### src/rtl/utopia_tx_arbiter.sv
// utopia_tx_arbiter: round-robin, cell-atomic arbiter sharing one UTOPIA Tx port
// among NumSrc first-word-fall-through cell sources.
module utopia_tx_arbiter #(
   parameter int NumSrc    = 4,
   parameter int IfWidth   = 8,
   parameter int CellBytes = 53
) (
   input  logic                      clk,
   input  logic                      rst,
   input  logic [NumSrc-1:0]         src_req,
   input  logic [NumSrc*IfWidth-1:0] src_data,
   output logic [NumSrc-1:0]         src_rd,
   output logic [IfWidth-1:0]        tx_data,
   output logic                      tx_soc,
   output logic                      tx_en,
   input  logic                      tx_clav,
   output logic [NumSrc-1:0]         grant,
   output logic                      cell_done
);
   localparam int IW = $clog2(NumSrc);
   localparam int CW = $clog2(CellBytes);
   localparam logic [CW-1:0] LAST = CW'(CellBytes - 1);
   typedef enum logic {IDLE, XFER} state_t;
   state_t state, state_nxt;
   logic [IW-1:0] rr_ptr, rr_nxt, win, win_nxt, pick, idx;
   logic [CW-1:0] byte_cnt, cnt_nxt;
   logic [NumSrc-1:0] grant_nxt;
   logic [IfWidth-1:0] data_nxt;
   logic soc_nxt, en_nxt, done_nxt, found;
   assign src_rd = (state == XFER) ? grant : '0;
   // first requester at or after rr_ptr, searching circularly upward
   always_comb begin
      pick = rr_ptr;
      idx = '0;
      found = 1'b0;
      for (int o = 0; o < NumSrc; o++) begin
         idx = IW'((int'(rr_ptr) + o) % NumSrc);
         if (!found && src_req[idx]) begin
            found = 1'b1;
            pick = idx;
         end
      end
   end
   always_comb begin
      state_nxt = state;
      rr_nxt = rr_ptr;
      win_nxt = win;
      cnt_nxt = byte_cnt;
      grant_nxt = grant;
      data_nxt = tx_data;
      soc_nxt = 1'b0;
      en_nxt = 1'b1;
      done_nxt = 1'b0;
      if (state == IDLE) begin
         if (found && tx_clav) begin
            state_nxt = XFER;
            win_nxt = pick;
            grant_nxt = NumSrc'(1) << pick;
            cnt_nxt = '0;
         end
      end else begin
         data_nxt = src_data[win*IfWidth +: IfWidth];
         en_nxt = 1'b0;
         soc_nxt = (byte_cnt == '0);
         cnt_nxt = byte_cnt + 1'b1;
         if (byte_cnt == LAST) begin
            done_nxt = 1'b1;
            rr_nxt = (win == IW'(NumSrc - 1)) ? '0 : win + 1'b1;
            grant_nxt = '0;
            cnt_nxt = '0;
            state_nxt = IDLE;
         end
      end
   end
   always_ff @(posedge clk) begin
      if (rst) begin
         state <= IDLE;
         rr_ptr <= '0;
         win <= '0;
         byte_cnt <= '0;
         grant <= '0;
         tx_data <= '0;
         tx_soc <= 1'b0;
         tx_en <= 1'b1;
         cell_done <= 1'b0;
      end else begin
         state <= state_nxt;
         rr_ptr <= rr_nxt;
         win <= win_nxt;
         byte_cnt <= cnt_nxt;
         grant <= grant_nxt;
         tx_data <= data_nxt;
         tx_soc <= soc_nxt;
         tx_en <= en_nxt;
         cell_done <= done_nxt;
      end
   end
endmodule

### config.mk
export PLATFORM = sky130hd
export DESIGN_NAME = utopia_tx_arbiter
export DESIGN_NICKNAME = d
export VERILOG_FILES = /design/src/rtl/utopia_tx_arbiter.sv
export SDC_FILE = /design/constraint.sdc
export NUM_CORES = 1
export LEC_CHECK = 0
export BUFFER_PORTS_ARGS = -buffer_cell sky130_fd_sc_hd__buf_2
export CORE_ASPECT_RATIO = 1.1
export CORE_UTILIZATION = 33
export CTS_CLUSTER_SIZE = 12
export DETAILED_ROUTE_END_ITERATION = 16
export MAX_ROUTING_LAYER = met4
export SYNTH_ARGS = -nofsm -noshare
export SYNTH_HDL_FRONTEND = slang
export SYNTH_SLANG_ARGS = --single-unit
### constraint.sdc
create_clock -name clk -period 3.66 [get_ports clk]
set_clock_uncertainty 0.2 [all_clocks]
set_input_delay 0 -clock clk [delete_from_list [all_inputs] [get_ports clk]]
set_output_delay 0 -clock clk [all_outputs]
set_load 0.1 [all_outputs]
Yosys cells after proc, flatten, opt, wreduce, memory -nomap -nowiden
Index checks and enable logic that the tools add are counted.

Bits in registers: 26. Latch bits: 0. RAM bits: 0. Bits in read-only memories: 0. Input bits: 39. Output and inout bits: 19. Logic and storage cells: 65. Memories: 0.

Add/subtract/negate cells: 5. $mul: 0. Divide/modulo/power cells: 0. Order comparisons: 4. Equality and inequality tests: 3. Shift operators: 2. Multiplexer cells: 28. Bitwise logic cells: 1. Reductions and logical operators: 13.

Operator list (number): $shiftx A32 B6 Y8 (1); $mux W6 (3); $mux W4 (4); $mux W1 (13); $lt A2 B3 Y1 const B (4); $bmux W1 S2 (4); $mux W2 (4); $add A6 B1 Y6 const B (1); $eq A6 B6 Y1 const B (1); $logic_not A6 Y1 (1); $reduce_and A2 Y1 (3); $add A2 B1 Y2 const B (2); $add A2 B2 Y2 const B (2); $logic_and A1 B1 Y1 (4); $shl A1 B2 Y4 const A (1); $logic_not A1 Y1 (3); $eq A2 B2 Y1 const B (1); $ne A2 B1 Y1 const B (1); $reduce_bool A2 Y1 (1); $reduce_or A2 Y1 (1); $not A1 Y1 (1).

Depth between registers and ports, before layout
Gate-level depths: netlist (run 1).

Depth after elaboration: 15. Gate-level depth with buffers: 7. Depth with buffers taken out: 7.

Worst setup path after synthesis (run 1)
OpenSTA, ideal clock, no wires.

Path type: register to output. Start point: register grant[3]. End point: output src_rd[3]. Data arrival time: 1.827 ns. Required time: 3.460 ns. Setup slack: 1.633 ns. Cell stages (with the launch flop): 2. Buffers on the path: 0. Cell sequence: dfxtp_1 and2_1.

Word-level cells in the longest chain between the ends: 1.

Ends and longest elaborated chain: from (decl) (RTL line 17) `output logic [NumSrc-1:0] grant,`; from (signal assigned) (RTL line 91) `grant <= grant_nxt;`; $mux W4 (RTL line 30) `assign src_rd = (state == XFER) ? grant : '0;`; to (decl) (RTL line 12) `output logic [NumSrc-1:0] src_rd,`.

No other way between the ends.

Worst setup path in the final report (run 1)
Start point: register win[0]. End point: register tx_data[7].

Word-level cells in the longest chain between the ends: 1.

Ends and longest elaborated chain: from (decl) (RTL line 25) `logic [IW-1:0] rr_ptr, rr_nxt, win, win_nxt, pick, idx;`; from (signal assigned) (RTL line 89) `win <= win_nxt;`; $shiftx A32 B6 Y8 (RTL line 62) `data_nxt = src_data[win*IfWidth +: IfWidth];`; to (signal assigned) (RTL line 92) `tx_data <= data_nxt;`; to (decl) (RTL line 13) `output logic [IfWidth-1:0] tx_data,`.

No other way between the ends. A chain may end at the register's enable or synchronous reset.

==> results of run 1 <==
worst max-delay path, cell delays in order (launching register included):
cell           delay [ns]
dfxtp_1              0.73
mux4_2               0.58
dlygate4sd3_1        0.58
mux2i_1              0.13
nor2_1               0.05
area by class of cell:
| type | instances | area [um^2] | share of cell area |
|---|---|---|---|
| clock buffers | 4 | 55.1 | 0.0279 |
| repair buffers | 75 | 463 | 0.234 |
| multi-input cells | 109 | 852 | 0.432 |
| well taps | 52 | 65.1 | 0.0330 |
| inverters | 5 | 18.8 | 0.00951 |
| flip-flops and latches | 26 | 520 | 0.264 |
path summary, 6_finish.rpt:
kind | startpoint | to | slack (ns) | depth (start not counted)
setup / recovery | win[0] | tx_data[7] | 1.27 | 4
hold / removal | src_data[19] | tx_data[3] | 0.002 | 4
setup reg to reg | win[0] | tx_data[7] | 1.27 | 4
hold reg to reg | grant[1] | grant[1] | 0.27 | 2
placed cells by master, fill, tap and decap left out, types with 3 or more instances in the layout:
cell type and count:
a21oi_1 10, and2_1 4, buf_2 57, clkbuf_8 4
dfxtp_1 26, dlygate4sd3_1 17, ha_1 3, inv_1 5
mux2i_1 8, mux4_2 8, nand2_1 11, nand2b_1 3
nor2_1 18, nor2b_1 3, o21ai_0 6, or3_1 3
per-stage QoR:
| step | worst slack (ns) | cell area (um^2) |
|---|---|---|
| after floorplan | 1.63 | 1420 |
| after global placement | 1.86 | 1750 |
| after detailed placement | 1.77 | 1750 |
| after CTS | 1.25 | 1970 |
| after global routing | 1.13 | 1970 |
| final | 1.27 | 1970 |
cells by family after synthesis:
kind of cell    synth area share
compound gates             0.154
fa+ha+maj                 0.0264
buf+inv                   0.0335
flops                      0.367
mux                        0.183
simple gates               0.236
cells in the mapped netlist (all sizes together), types with 2 or more instances:
cell type	count	area share
nor2b	3	0.013
a21oi	11	0.041
clkbuf	5	0.013
nor3b	2	0.011
o21ai	9	0.034
nand2	13	0.038
nand2b	5	0.026
nand3	3	0.014
or3	3	0.013
a22oi	2	0.014
inv	5	0.013
ha	3	0.026
mux4	8	0.13
nor2	19	0.056
nor3	2	0.0070
mux2i	8	0.056
and3	2	0.0088
and2	4	0.018
dfxtp	26	0.37
buf	2	0.0070
sequential cells by signal (all words and copies together) (netlist names):
signal,count
grant,4
cell_done,1
win,2
state,1
tx_data,8
tx_soc,1
tx_en,1
rr_ptr,2
byte_cnt,6
power by group:
part | internal (mW) | switching [mW]
Clock | 0.0962 | 0.0897
Combinational | 0.0696 | 0.119
Sequential | 0.295 | 0.0125
Total | 0.461 | 0.221
what timing repair did:
| item | CTS | global route |
|---|---|---|
| hold buffers | 17 | 0 |
| setup buffers | 0 | 0 |
| hold endpoints to repair | 22 | 0 |
metal layers:
layer,GRT usage,share of wire
met1,0.173,0.45
met2,0.276,0.49
met3,0.0194,0.048
met4,0.0593,0.012
met5,-,0
==> summary.md, run 1 <==
| Metric | Value |
|---|---|
| Status | `finished clean` |
| Initial Utilization | `0.350` |
| Final Hold Viols | `0` |
| Die ar. | `0.00457 mm^2` |
| Die H | `70.8 um` |
| HP Class | `in -> reg` |
| Final setup vio count | `0` |
| Initial DRC Count | `16` |
| Syn Area/Cell | `between 9 and 10 um^2` |
| Worst Tran Pin Value | `about 0.63 ns` |
| ANT nets after route | `0` |
| Power Total | `682 uW` |
| WL/cell | `around 12 um` |
| Global-route wire length before repair | `roughly 5300 um` |
| Mapped Area | `between 0.001 and 0.0015 mm^2` |
| H-tree level count | `1` |
| Final RePlAce weighted congestion | `between 0.8 and 0.9` |
| Ys flop type | `dfxtp_1` |
| Cells after Synth | `about 150` |
| CP max FO | `11` |
| Fin. max-slew vios | `0` |
| Setup_tns | `0 ns` |
| CTS clock-pin slew for the worst setup and hold paths | `around 0.09 ns` |
| Worst VDD drop | `between 0.1 and 0.15 mV` |
| All-Layer GR Usage | `0.154` |
| Post-Syn Nets | `~190` |
| Clock sinks | `26` |
| Core area | `roughly 0.0041 mm^2` |
| # rows | `24` |
| Critical Path AT | `between 2 and 2.5 ns` |
| Tightest hold margin | `0.00239 ns` |
| Fraction of the cycle the final worst path needs | `0.653` |
| Largest net degree at the start of global routing | `25` |
| Vias in the first global route | `between 1000 and 1500` |
| Port bufs | `between 50 and 60` |
| Fin crit period | `2.39 ns` |
| Initial antenna violation count | `0` |
| Fillers | `roughly 400` |
| CTS tree | `done` |
| Fraction of layout cells with a size suffix above 1 | `0.384` |
| Slew margin rel. | `0.580` |
| Netlist cell types | `40` |
| Routed WL | `about 3200 um` |
| Congestion Overflow GR | `0` |
| Dpl cells | `250` |
| Layout Nets | `262` |
| Post-DP HPWL | `2320 um` |
| First-pass DRT Iterations | `4` |
| # DRC | `0` |
| Power per cell area | `approximately 350 mW/mm^2` |
| Synth Warn # | `0` |
| Required time worst endpoint | `about 3.6 ns` |
| I/O Pins | `58` |
| Crit Path Category | `reg -> reg` |
| Post-synth EDFFs | `0` |
| Pleak | `roughly 0.86 nW` |
| Highest clock rate | `between 400 and 500 MHz` |
| Clock buffer depth | `2` |
| Root buffer cell | `clkbuf_8` |
| Unrepaired setup endpoints after global routing | `no` |
| Cts repair resizes | `0` |
| CTS Buf Count | `3` |
| N_diodes | `0` |
| Sequential fraction of the synthesis area | `0.367` |
| Via density | `~4.9` |
| Routed vias | `approximately 1300` |
| Async SR Flop Fraction | `0` |
| Final Util | `0.487` |
| Max Cap Violations | `0` |
| Skew-Pair Late Insertion Delay | `0.27 ns` |
| Final Instance Count excl. Fillers | `between 200 and 300` |
| FF+latch count, synth | `26` |
| Die width | `about 65 um` |
| Area Growth Syn to Fin | `39.0%` |
| Worst setup EP type | `flop` |
| Startpoint types | `flop` |
Power figures use the tool's default switching activity.
==> run 2: changes to the inputs <==
==> constraint.sdc (replaced) <==
create_clock -name clk -period 2.2 [get_ports clk]
set_clock_uncertainty 0.2 [all_clocks]
set_input_delay 0 -clock clk [delete_from_list [all_inputs] [get_ports clk]]
set_output_delay 0 -clock clk [all_outputs]
set_load 0.1 [all_outputs]
==> run 2 against run 1 <==
Net effect:
- largest power group unchanged
- clock power rose by 68%
- highest routed layer unchanged
- via count rose by 5.3%
- first-iteration DRC count rose by 75%
- die area did not move
- count of clock-buffer cells in the layout did not move
- routed wire length rose by 16%
- sequential share of layout area fell by 2.3 points
- total power rose by 70%
- core utilization rose by 4.8 points
==> summary.md, run 2 (synthesized netlist as in run 1, its figures left out) <==
| Metric | Value |
|---|---|
| Port bufs | `57 (unchanged)` |
| Die H | `70.8 um (unchanged)` |
| Crit Path Category | `reg -> reg` |
| Max reg flops | `8 (unchanged)` |
| Clock sinks | `26 (unchanged)` |
| Vias in the first global route | `1382 (+9.8%)` |
| First-pass DRT Iterations | `4 (unchanged)` |
| Fin. max-slew vios | `0 (unchanged)` |
| Core area | `0.00405 mm^2 (unchanged)` |
| All-Layer GR Usage | `0.184 (+0.0294)` |
| CTS tree | `done` |
| Power per cell area | `536 mW/mm^2 (+55%)` |
| Worst Tran Pin Value | `0.595 ns (-0.0348 ns)` |
| Unrepaired setup endpoints after global routing | `no` |
| Pleak | `0.943 nW (+9.1%)` |
| Slew margin rel. | `0.603 (+0.0232)` |
| Final Util | `0.535 (+0.0475)` |
| Final Instance Count excl. Fillers | `289 (+6.6%)` |
| Dpl cells | `250 (unchanged)` |
| # DRC | `0 (unchanged)` |
| Status | `finished clean` |
| Layout Nets | `280 (+6.9%)` |
| Congestion Overflow GR | `0 (unchanged)` |
| Highest clock rate | `488 MHz (+17%)` |
| Initial Utilization | `0.350 (unchanged)` |
| Post-DP HPWL | `2240 um (-3.5%)` |
| Power Total | `1.16 mW (+70%)` |
| Most flops, register | `tx_data` |
| Clock buffer depth | `2 (unchanged)` |
| Hold buffers post-CTS | `35 (+18)` |
| Fraction of the cycle the final worst path needs | `0.932 (+0.279)` |
| # rows | `24 (unchanged)` |
| Worst VDD drop | `0.237 mV (+67%)` |
| Setup_tns | `0 ns (unchanged)` |
| Die ar. | `0.00457 mm^2 (unchanged)` |
| Post-CTS Setup Bufs | `0 (unchanged)` |
| Worst setup EP type | `flop` |
| Most common cell after layout, fill and taps aside | `buf_2` |
| Root buffer cell | `clkbuf_8` |
| Worst setup margin | `0.150 ns (-1.12 ns)` |
| Initial antenna violation count | `0 (unchanged)` |
| CTS Buf Count | `3 (unchanged)` |
| Final setup vio count | `0 (unchanged)` |
| Required time worst endpoint | `2.16 ns (-1.45 ns)` |
| CP max FO | `6 (-5)` |
| Startpoint types | `flop` |
| CTS clock-pin slew for the worst setup and hold paths | `0.09 ns (about the same)` |
| Die width | `64.5 um (unchanged)` |
| N_diodes | `0 (unchanged)` |
| DP Worst Slack | `0.364 ns (-1.41 ns)` |
| ANT nets after route | `0 (unchanged)` |
| Cts repair resizes | `0 (unchanged)` |
| Area Growth Syn to Fin | `52.6%` |
| HP Class | `in -> reg` |
| Commonest non-fill, non-tap cells in the layout | `buf_2, dlygate4sd3_1, dfxtp_1` |
| Skew-Pair Late Insertion Delay | `0.27 ns (about the same)` |
| Final Cell Area | `0.00217 mm^2 (+9.8%)` |
| WL/cell | `12.7 um (+8.8%)` |
| Fin crit period | `2.05 ns (-0.339 ns)` |
| Via density | `4.80 (-1.2%)` |
| Fraction of layout cells with a size suffix above 1 | `0.354 (-0.0291)` |
| Placed cell areas | `0.00176 mm^2 (+0.72%)` |
| Final Hold Viols | `0 (unchanged)` |
| H-tree level count | `1 (unchanged)` |
| Critical Path AT | `2.01 ns (-0.33 ns)` |
| Routed vias | `1388 (+5.3%)` |
| Largest net degree at the start of global routing | `25 (unchanged)` |
| Initial DRC Count | `28 (+12)` |
| Final RePlAce weighted congestion | `0.798 (-2.8%)` |
| Max Cap Violations | `0 (unchanged)` |
| Global-route wire length before repair | `6210 um (+16%)` |
| Top Registers | `tx_data: 8 flops, byte_cnt: 6 flops, grant: 4 flops` |
| Routed WL | `3660 um (+16%)` |
| Tightest hold margin | `0.0454 ns (+0.0430 ns)` |
| I/O Pins | `58 (unchanged)` |
==> run 2: per-layer routing <==
layer,wire length [um],track usage,up-vias
met5,0,-,-
met4,51,0.0667,0
met3,206,0.0339,4
met2,1780,0.305,49
met1,1630,0.221,629
li1,-,-,706
==> run 2: power breakdown <==
group	internal (mW)	switching (mW)	leakage, nW
Combinational	0.134	0.207	0.703
Sequential	0.491	0.0178	0.212
Clock	0.160	0.153	0.0288
Total	0.785	0.378	0.943
==> run 2: path summary, 6_finish.rpt <==
check | endpoint | depth (start not counted) | slack, ns | startpoint
max reg2reg | win[1] | 6 | 0.15 | rr_ptr[1]
min reg2reg | grant[1] | 2 | 0.26 | grant[1]
min | win[0] | 4 | 0.05 | src_req[1]
max | win[1] | 6 | 0.15 | rr_ptr[1]
==> run 2: area by class of cell <==
cell class / count / area (um^2)
flip-flops and latches: 26 / 520
multi-input cells: 109 / 852
clock buffers: 4 / 55.1
repair buffers: 93 / 656
well taps: 52 / 65.1
inverters: 5 / 18.8
fillers: 353 / 1890
==> run 2: worst max-delay path, cell delays in order (launching register included) <==
cell	delay, ns
dfxtp_1	0.37
or3_1	0.38
o2111ai_1	0.10
nand2_1	0.15
nand2_1	0.10
a21oi_1	0.06
dlygate4sd3_1	0.58
==> run 3: changes to the inputs <==
--- a/config.mk
+++ b/config.mk
@@ -7,7 +7,7 @@
 export LEC_CHECK = 0
 export BUFFER_PORTS_ARGS = -buffer_cell sky130_fd_sc_hd__buf_2
 export CORE_ASPECT_RATIO = 1.1
-export CORE_UTILIZATION = 33
+export CORE_UTILIZATION = 30
 export CTS_CLUSTER_SIZE = 12
 export DETAILED_ROUTE_END_ITERATION = 16
 export MAX_ROUTING_LAYER = met4
==> run 3 against run 2 <==
Net effect:
- global-route usage shrank 2.5 points
- non-clock buffer count down 2
- register-to-register slack got worse by 0.02 ns
- flip-flop and latch count is the same
- critical endpoint unchanged
- largest power group unchanged
==> summary.md, run 3 (synthesized netlist as in run 1, its figures left out) <==
| Metric | Value |
|---|---|
| Top Registers | `tx_data: 8 flops, byte_cnt: 6 flops, grant: 4 flops` |
| Critical Path AT | `2.10 ns (+0.09 ns)` |
| Pleak | `0.938 nW (-0.56%)` |
| Commonest non-fill, non-tap cells in the layout | `buf_2, dlygate4sd3_1, dfxtp_1` |
| R2R Setup Slk | `0.13 ns (-0.02 ns)` |
| Clock buffer depth | `2 (unchanged)` |
| Final Instance Count excl. Fillers | `289 (unchanged)` |
| Slowest stage delay, CP | `0.67 ns (+0.09 ns)` |
| Fin. max-slew vios | `0 (unchanged)` |
| Fraction of the cycle the final worst path needs | `0.942 (+0.0101)` |
| Power per cell area | `578 mW/mm^2 (+7.7%)` |
| Max reg flops | `8 (unchanged)` |
| WP buf/inv | `2 (+1)` |
| WL met1 | `1620 um (-0.92%)` |
| Most flops, register | `tx_data` |
| Core area | `0.00441 mm^2 (+8.8%)` |
| Routed vias | `1405 (+1.2%)` |
| Port bufs | `57 (unchanged)` |
| HP Class | `in -> reg` |
| Die ar. | `0.00501 mm^2 (+9.7%)` |
| CP cell instances | `buf_4 > o21ai_0 > a21oi_1 > dlygate4sd3_1` |
| Die H | `74.2 um (+4.7%)` |
| Worst Hold Depth | `4 (unchanged)` |
| Vias in the first global route | `1306 (-5.5%)` |
| N_diodes | `0 (unchanged)` |
| Worst setup EP type | `flop` |
| Most common cell after layout, fill and taps aside | `buf_2` |
| Initial antenna violation count | `0 (unchanged)` |
| Die width | `67.6 um (+4.7%)` |
| Clock sinks | `26 (unchanged)` |
| First-pass DRT Iterations | `4 (unchanged)` |
| Largest net degree at the start of global routing | `25 (unchanged)` |
| Status | `finished clean` |
| Worst Tran Pin Value | `0.590 ns (-0.00521 ns)` |
| WL/cell | `12.5 um (-1.7%)` |
| Power Total | `1.24 mW (+7.0%)` |
| Congestion Overflow GR | `0 (unchanged)` |
| Crit Path Category | `reg -> reg` |
| Max Cap Violations | `0 (unchanged)` |
| DR WL met3 | `252 um (+22%)` |
| Root buffer cell | `clkbuf_8` |
| Final Hold Viols | `0 (unchanged)` |
| All-Layer GR Usage | `0.159 (-0.0249)` |
| Post-DP HPWL | `2190 um (-2.2%)` |
| CP max stage cell | `dfxtp_1` |
| Initial DRC Count | `65 (+130%)` |
| Hold Crit Start | `src_data[5]` |
| Stages on worst setup path | `4 (-2)` |
| Cts repair resizes | `0 (unchanged)` |
| Worst VDD drop | `0.249 mV (+5.1%)` |
| I/O Pins | `58 (unchanged)` |
| DP Worst Slack | `0.369 ns (+0.00443 ns)` |
| Worst setup margin | `0.128 ns (-0.0221 ns)` |
| Initial Utilization | `0.322 (-0.0283)` |
| Startpoint types | `flop` |
| CTS clock-pin slew for the worst setup and hold paths | `0.10 ns (about the same)` |
| Highest clock rate | `483 MHz (-1.1%)` |
| # DRC | `0 (unchanged)` |
| ANT nets after route | `0 (unchanged)` |
| Slew margin rel. | `0.606 (+0.00348)` |
| R2R depth | `4 (-2)` |
| Global-route wire length before repair | `5930 um (-4.4%)` |
| CTS tree | `done` |
| CP delay by family, top | `buffers and inverters` |
| Layout Nets | `278 (-0.71%)` |
| Fin crit period | `2.07 ns (+0.0221 ns)` |
| Start of the worst register-to-register path | `state` |
| CP max FO | `16 (+10)` |
| Required time worst endpoint | `2.22 ns (+0.06 ns)` |
| Setup_tns | `0 ns (unchanged)` |
| Worst r2r dst | `win[1]` |
| Met2 wire len | `1670 um (-5.9%)` |
| CTS Buf Count | `3 (unchanged)` |
| Worst Hold End | `tx_data[5]` |
| Via density | `4.86 (+1.2%)` |
| # rows | `25 (+4.2%)` |
| Max layer used | `met4` |
| H-tree level count | `1 (unchanged)` |
| Worst Setup SP | `state` |
| Area Growth Syn to Fin | `51.6%` |
| Dpl cells | `252 (+0.80%)` |
| Unrepaired setup endpoints after global routing | `no` |
| Skew-Pair Late Insertion Delay | `0.27 ns (about the same)` |
| Final setup vio count | `0 (unchanged)` |
| Fraction of layout cells with a size suffix above 1 | `0.357 (+0.00302)` |
| Routed WL | `3600 um (-1.7%)` |
| Final RePlAce weighted congestion | `0.732 (-8.2%)` |
==> run 3: cell types whose count changed in the layout (fill, tap and decap cells not counted) <==
cell,before,now
dlygate4sd3_1,35,33
buf_12,1,0
buf_4,0,1
bufinv_16,0,1
clkbuf_8,4,3
==> run 3: how the worst max path moves through the flow <==
| stage | endpoint | slack, ns |
|---|---|---|
| after CTS | win[1] | 0.14 |
| after detailed placement | tx_data[5] | 0.37 |
| after global placement | tx_data[6] | 0.42 |
| after floorplan | src_rd[3] | 0.17 |
| after global routing | win[1] | 0.04 |
| final | win[1] | 0.13 |
==> run 3: layout make-up <==
type	count	area [um^2]
fillers	405	2260
multi-input cells	109	852
repair buffers	91	623
flip-flops and latches	26	520
well taps	54	67.6
clock buffers	3	41.3
clock inverters	1	30.0
inverters	5	18.8
==> run 3: worst register-to-register path: cells and delay by family (launching register included) <==
kind / cells / cell delay (ns)
compound gates: 2 / 0.28
buf+inv: 2 / 0.87
flops: 1 / 0.67
==> run 3: metal layers <==
| metal | vias to the layer above | track usage |
|---|---|---|
| li1 | 704 | - |
| met4 | 0 | 0.0544 |
| met1 | 633 | 0.201 |
| met5 | - | - |
| met3 | 8 | 0.0353 |
| met2 | 60 | 0.248 |
==> run 3: timing repair <==
item | CTS | global route
hold buffers | 33 | 0
setup buffers | 0 | 0
hold endpoints to repair | 22 | 0
==> run 3: metrics by stage <==
stage	instance area [um^2]	util	hold slack, ns
6_report	2150	0.488	0.0235
3_3_place_gp	1750	0.397	0.241
2_1_floorplan	1420	-	-0.132
5_1_grt	2150	0.488	0.0444
3_5_place_dp	1750	0.397	0.247
4_1_cts	2150	0.488	0.00471
==> run 3: where the power goes <==
part / switching [mW] / internal, mW / total, mW
clock network: 0.156 / 0.244 / 0.399
logic: 0.204 / 0.128 / 0.333
registers: 0.0218 / 0.491 / 0.512
total: 0.382 / 0.863 / 1.24
